### src/rtl/multicycle_ctrl.sv
// Multicycle control FSM for the MEPHI CPU: sequences fetch/decode/execute/memory/writeback
// and decodes the datapath strobes, ALU control and memory handshake from the current state.
module multicycle_ctrl #(
    parameter int CNT_W = 32
) (
    input  logic             clk,
    input  logic             rst_n,
    input  logic [3:0]       opcode,
    input  logic [2:0]       funct,
    input  logic             zero,
    input  logic             mem_ready,
    output logic             mem_req,
    output logic             mem_we,
    output logic             iord,
    output logic             ir_we,
    output logic             pc_we,
    output logic [1:0]       pc_src,
    output logic             alusrca,
    output logic [1:0]       alusrcb,
    output logic [2:0]       alucontrol,
    output logic             reg_we,
    output logic             wb_sel,
    output logic             retire,
    output logic [CNT_W-1:0] instret,
    output logic             halted,
    output logic             illegal
);

    typedef enum logic [3:0] {
        S_IDLE, S_FETCH, S_DECODE, S_EXEC_R, S_EXEC_I, S_WB_ALU, S_ADDR,
        S_MEM_RD, S_WB_MEM, S_MEM_WR, S_BRANCH, S_JUMP, S_HALT
    } state_t;

    localparam logic [3:0] OP_R    = 4'b0000;
    localparam logic [3:0] OP_ADDI = 4'b0001;
    localparam logic [3:0] OP_LW   = 4'b0010;
    localparam logic [3:0] OP_SW   = 4'b0011;
    localparam logic [3:0] OP_BEQ  = 4'b0100;
    localparam logic [3:0] OP_BNE  = 4'b0101;
    localparam logic [3:0] OP_JMP  = 4'b0110;
    localparam logic [3:0] OP_HALT = 4'b1111;

    state_t           state, state_nx;
    logic [3:0]       op_q;
    logic [2:0]       funct_q;
    logic             halt_entry;
    logic             illegal_q;
    logic             decode_illegal;
    logic [CNT_W-1:0] cnt_q;

    // NOTE: non-blocking assignments throughout so every register samples pre-edge values.
    always_ff @(posedge clk or negedge rst_n) begin
        if (!rst_n) begin
            state      <= S_IDLE;
            op_q       <= '0;
            funct_q    <= '0;
            halt_entry <= 1'b0;
            illegal_q  <= 1'b0;
            cnt_q      <= '0;
        end else begin
            state      <= state_nx;
            halt_entry <= (state == S_DECODE);
            if (state == S_DECODE) begin
                op_q    <= opcode;
                funct_q <= funct;
            end
            if (decode_illegal) illegal_q <= 1'b1;
            if (retire) cnt_q <= cnt_q + CNT_W'(1);
        end
    end

    always_comb begin
        // NOTE: defaults first, so any state that omits a strobe drives 0 instead of a latch.
        state_nx       = state;
        decode_illegal = 1'b0;
        mem_req        = 1'b0;
        mem_we         = 1'b0;
        iord           = 1'b0;
        ir_we          = 1'b0;
        pc_we          = 1'b0;
        pc_src         = 2'b00;
        alusrca        = 1'b0;
        alusrcb        = 2'b00;
        alucontrol     = 3'b000;
        reg_we         = 1'b0;
        wb_sel         = 1'b0;
        retire         = 1'b0;
        halted         = 1'b0;
        unique case (state)
            S_IDLE:   state_nx = S_FETCH;
            S_FETCH: begin
                mem_req = 1'b1;
                alusrcb = 2'b01;
                if (mem_ready) begin
                    ir_we    = 1'b1;
                    pc_we    = 1'b1;
                    state_nx = S_DECODE;
                end
            end
            S_DECODE: begin
                // Branch target is precomputed into aluout while the opcode is decoded.
                alusrcb = 2'b11;
                case (opcode)
                    OP_R:           state_nx = S_EXEC_R;
                    OP_ADDI:        state_nx = S_EXEC_I;
                    OP_LW, OP_SW:   state_nx = S_ADDR;
                    OP_BEQ, OP_BNE: state_nx = S_BRANCH;
                    OP_JMP:         state_nx = S_JUMP;
                    OP_HALT:        state_nx = S_HALT;
                    default: begin
                        state_nx       = S_HALT;
                        decode_illegal = 1'b1;
                    end
                endcase
            end
            S_EXEC_R: begin
                alusrca    = 1'b1;
                alucontrol = funct_q;
                state_nx   = S_WB_ALU;
            end
            S_EXEC_I: begin
                alusrca  = 1'b1;
                alusrcb  = 2'b10;
                state_nx = S_WB_ALU;
            end
            S_WB_ALU: begin
                reg_we   = 1'b1;
                retire   = 1'b1;
                state_nx = S_FETCH;
            end
            S_ADDR: begin
                alusrca  = 1'b1;
                alusrcb  = 2'b10;
                state_nx = (op_q == OP_SW) ? S_MEM_WR : S_MEM_RD;
            end
            S_MEM_RD: begin
                mem_req = 1'b1;
                iord    = 1'b1;
                if (mem_ready) state_nx = S_WB_MEM;
            end
            S_WB_MEM: begin
                reg_we   = 1'b1;
                wb_sel   = 1'b1;
                retire   = 1'b1;
                state_nx = S_FETCH;
            end
            S_MEM_WR: begin
                mem_req = 1'b1;
                mem_we  = 1'b1;
                iord    = 1'b1;
                if (mem_ready) begin
                    retire   = 1'b1;
                    state_nx = S_FETCH;
                end
            end
            S_BRANCH: begin
                alusrca    = 1'b1;
                alucontrol = 3'b111;
                pc_src     = 2'b01;
                pc_we      = (op_q == OP_BEQ) ? zero : ~zero;
                retire     = 1'b1;
                state_nx   = S_FETCH;
            end
            S_JUMP: begin
                pc_we    = 1'b1;
                pc_src   = 2'b10;
                retire   = 1'b1;
                state_nx = S_FETCH;
            end
            S_HALT: begin
                halted = 1'b1;
                // Only a genuine HALT retires, and only on its first cycle here.
                retire = halt_entry && (op_q == OP_HALT);
            end
            default:  state_nx = S_IDLE;
        endcase
    end

    assign instret = cnt_q;
    assign illegal = illegal_q;

endmodule

### config.mk
export PLATFORM = sky130hd
export DESIGN_NAME = multicycle_ctrl
export DESIGN_NICKNAME = d
export VERILOG_FILES = /design/src/rtl/multicycle_ctrl.sv
export SDC_FILE = /design/constraint.sdc
export NUM_CORES = 1
export LEC_CHECK = 0
export BUFFER_PORTS_ARGS = -buffer_cell sky130_fd_sc_hd__buf_2
export CORE_MARGIN = 2
export CORE_UTILIZATION = 53
export CTS_CLUSTER_DIAMETER = 200
export DETAILED_ROUTE_END_ITERATION = 6
export PLACE_DENSITY = 0.76
export SLEW_MARGIN = 40
export SYNTH_ARGS = -nofsm -noshare
export SYNTH_HDL_FRONTEND = slang
export SYNTH_SLANG_ARGS = --single-unit
### constraint.sdc
create_clock -name clk -period 1.98 [get_ports clk]
set_input_delay 0.198 -clock clk [delete_from_list [all_inputs] [get_ports clk]]
set_output_delay 0.198 -clock clk [all_outputs]
set_load 0.02 [all_outputs]
==> flow_summary.toml <==
[route]
routed_wl_mm = 5.75
drc = 0
via_per_inst = 5.68
num_vias = 2163
dr.first_iter.drc_count = 175
firstDrtPassIters = 4
ant_nets = 0
routedWlPerCell_microns = 15.1

[critical_path]
crit_arrival_ns = 1.72
critical_path.max_fanout = 14
cp.required_ns = 1.78
reg2reg_to = "instret[1]"
start_kind = "flip-flop"
reg2reg_from = "state[0]"
endpoint_kind = "primary output"
r2r_setup_slack_ns = 0.12
r2r_cells = 6
crit_type = "reg -> out"

[yosys]
seq_area_frac_synth = 0.443
yosysWarnings = 0
ys_top_cells_by_area = "dfrtp_1, xor2_1, nor4_2"
yosys.area.top_type = "dfrtp_1"
ys_ff_latch = 45
syn_area_sq_um = 2540
synthesis.nets = 263
synth.distinct_cells = 45
syn_avg_cell_area_sq_um = 10.1
synthCells = 251
synth_top_area_frac = 0.443

[floorplanning]
pin_count = 61
start_util = 0.545
dieArea_sq_um = 5360
core-area_sq_um = 4660
num_rows = 25
die_h_microns = 73.2
die_w_microns = 73.2

[pwr]
power.leakage_nw = 1.31
power.share.sequential = 0.348
ir_worst_vdd_uv = 794
power.share.switching = 0.415
clockPowerShare = 0.180
cell_internal_pwr_mw = 2.25
powerDensity_nw_per_um2 = 1230
p_switching_mw = 1.60
p_comb_frac = 0.473

[hold_path]
holdPathStages = 2
min-delay-path-class = "in -> reg"
worstHoldStart = "funct[2]"
hold_path_end = "funct_q[2]"

[sta]
fmax_ghz = 0.522
maxSlewViolCount = 0
setup_viol_count_final = 0
fin_setup_tns_ns = 0
setup_slack_ns = 0.0645
period_share = 0.967
rsz0062_at_grt = "yes"
slew_headroom = 0.660
min_period_ns = 1.92
finalClockSkew_ns = 0.0127
hold_violations = 0
worst_slew_pin_slew_ns = 0.510

[grt]
grt_max_degree = 25
grt_overflow = 0
antenna_found_initial = 0
grt_first_pass_wirelength_mm = 9.52
grt_usage = 0.228
grt_pass1_vias = 2053

[layout]
multi_input_area_sq_um = 1330
drive_gt1_frac = 0.364
nFillCells = 366
final_nets = 338
antenna_cells = 0
final_cells = 381
seqCellArea_sq_um = 1130
syn_to_final_growth_pct = 23.7

[clock_network]
clock_latency_ns = 0.30
htreeDepth = 2
cts_buffers = 5
cts_tree = "built"
cts_sinks = 45
cts_buffer_depth = 2
cts-root-buf = "clkbuf_8"
clk_transition_reported_paths_ns = 0.08

[run_status]
status = "complete, no violations"

[placement]
dpl.hpwl_mm = 4.06
port_buffers = 60
placed_cells = 366
dpl_worst_slack_ns = 0.176
place_congestion = 0.807

[job]
cap_violations = 0
[placed cells by master (no fill, tap or decap), drive strengths merged, types with 5 or more instances in the layout]
cell type	synthesis	layout
nor2	18	18
xnor2	13	13
o21ai	5	5
buf	7	80
nand4	10	10
clkbuf	7	6
dfrtp	45	45
a21oi	9	9
nor3	11	11
mux2	8	8
xor2	21	21
nand2b	9	9
nor4	13	13
inv	6	6
nor2b	5	5
nand2	20	20
nand3	14	14
[Yosys cell counts, drive strengths merged]
cell type  number
a21oi           9
a2bb2oi         1
nand4          10
and3            2
nor4           13
o31ai           2
nor2           18
inv             6
o31a            1
and2            1
nor3b           2
nor4bb          1
a21o            1
nand2b          9
a211oi          1
dfrtp          45
or2             3
nand3          14
nand2          20
nor4b           2
ha              1
o32ai           3
a31oi           1
and4bb          1
a31o            1
xnor2          13
xor2           21
mux2            8
nor2b           5
o21a            2
o21ai           5
nor3           11
and4            2
o22a            1
buf             7
a311oi          1
clkbuf          7
[power groups by stage]
stage          combinational [mW]  clock (mW)  sequential (mW)
2_1_floorplan                1.22           0             1.39
3_3_place_gp                 1.64           0             1.34
3_5_place_dp                 1.67           0             1.35
4_1_cts                      1.70       0.705             1.33
5_1_grt                      1.98       0.733             1.38
6_report                     1.82       0.692             1.34
[sequential cells by signal, indices dropped and copies added (netlist names)]
register and count:
illegal 1, state 4, op_q 4, funct_q 3
halt_entry 1, instret 32
[metal layers]
| metal | vias up | track usage | wire, microns |
|---|---|---|---|
| li1 | 1042 | - | - |
| met1 | 1048 | 0.297 | 2480 |
| met2 | 64 | 0.381 | 2890 |
| met3 | 9 | 0.0373 | 280 |
| met4 | 0 | 0.0844 | 103 |
| met5 | - | 0 | 0 |
[what timing repair did]
item	CTS	global route
cloned	1	0
resized for setup	1	8
setup buffers	0	5
endpoints found under the hold margin	21	0
endpoints found under the setup margin	2	12
hold buffers	1	0
pin swaps	0	2
[final cells by class]
class | count | area share
Inverter | 6 | 0.00717
Sequential cell | 45 | 0.359
Timing Repair Buffer | 81 | 0.154
Clock inverter | 2 | 0.0123
Multi-Input combinational cell | 187 | 0.423
Tap cell | 54 | 0.0215
Clock buffer | 6 | 0.0231
[critical path, stage by stage (launching register included)]
cell      delay, ns
dfrtp_1        0.42
buf_6          0.16
nand2b_1       0.14
nor3_1         0.06
buf_4          0.18
or2_2          0.29
buf_2          0.16
[stage by stage]
stage	cell area [sq um]	total power, mW	hold slack [ns]	util
after floorplan	2540	2.61	-0.0976	-
after global placement	2940	2.98	0.199	0.632
after detailed placement	2940	3.01	0.197	0.632
after CTS	3080	3.74	0.129	0.661
after global routing	3140	4.09	0.132	0.674
final	3140	3.85	0.134	0.674
[how the worst max path moves through the flow]
| stage | startpoint | end | slack [ns] |
|---|---|---|---|
| after floorplan | state[1] | instret[17] | 0.07 |
| final | state[1] | alusrcb[0] | 0.06 |
| after detailed placement | state[0] | instret[10] | 0.18 |
| after global placement | state[0] | instret[16] | 0.23 |
| after CTS | state[1] | alusrcb[0] | 0.03 |
| after global routing | state[0] | instret[13] | -0.005 |
[kinds of logic (layout without fill, tap and decap cells)]
logic type	count (synthesis)	after routing	share of synthesized area
DFF	45	45	0.443
buffers and inverters	20	95	0.0438
and+or+nand+nor	114	115	0.278
xor gates and xnor gates	34	34	0.117
adders and majority gates	1	1	0.00493
AOI/OAI and AO/OA	29	29	0.0769
muxes	8	8	0.0355
Power figures use the tool's default switching activity.
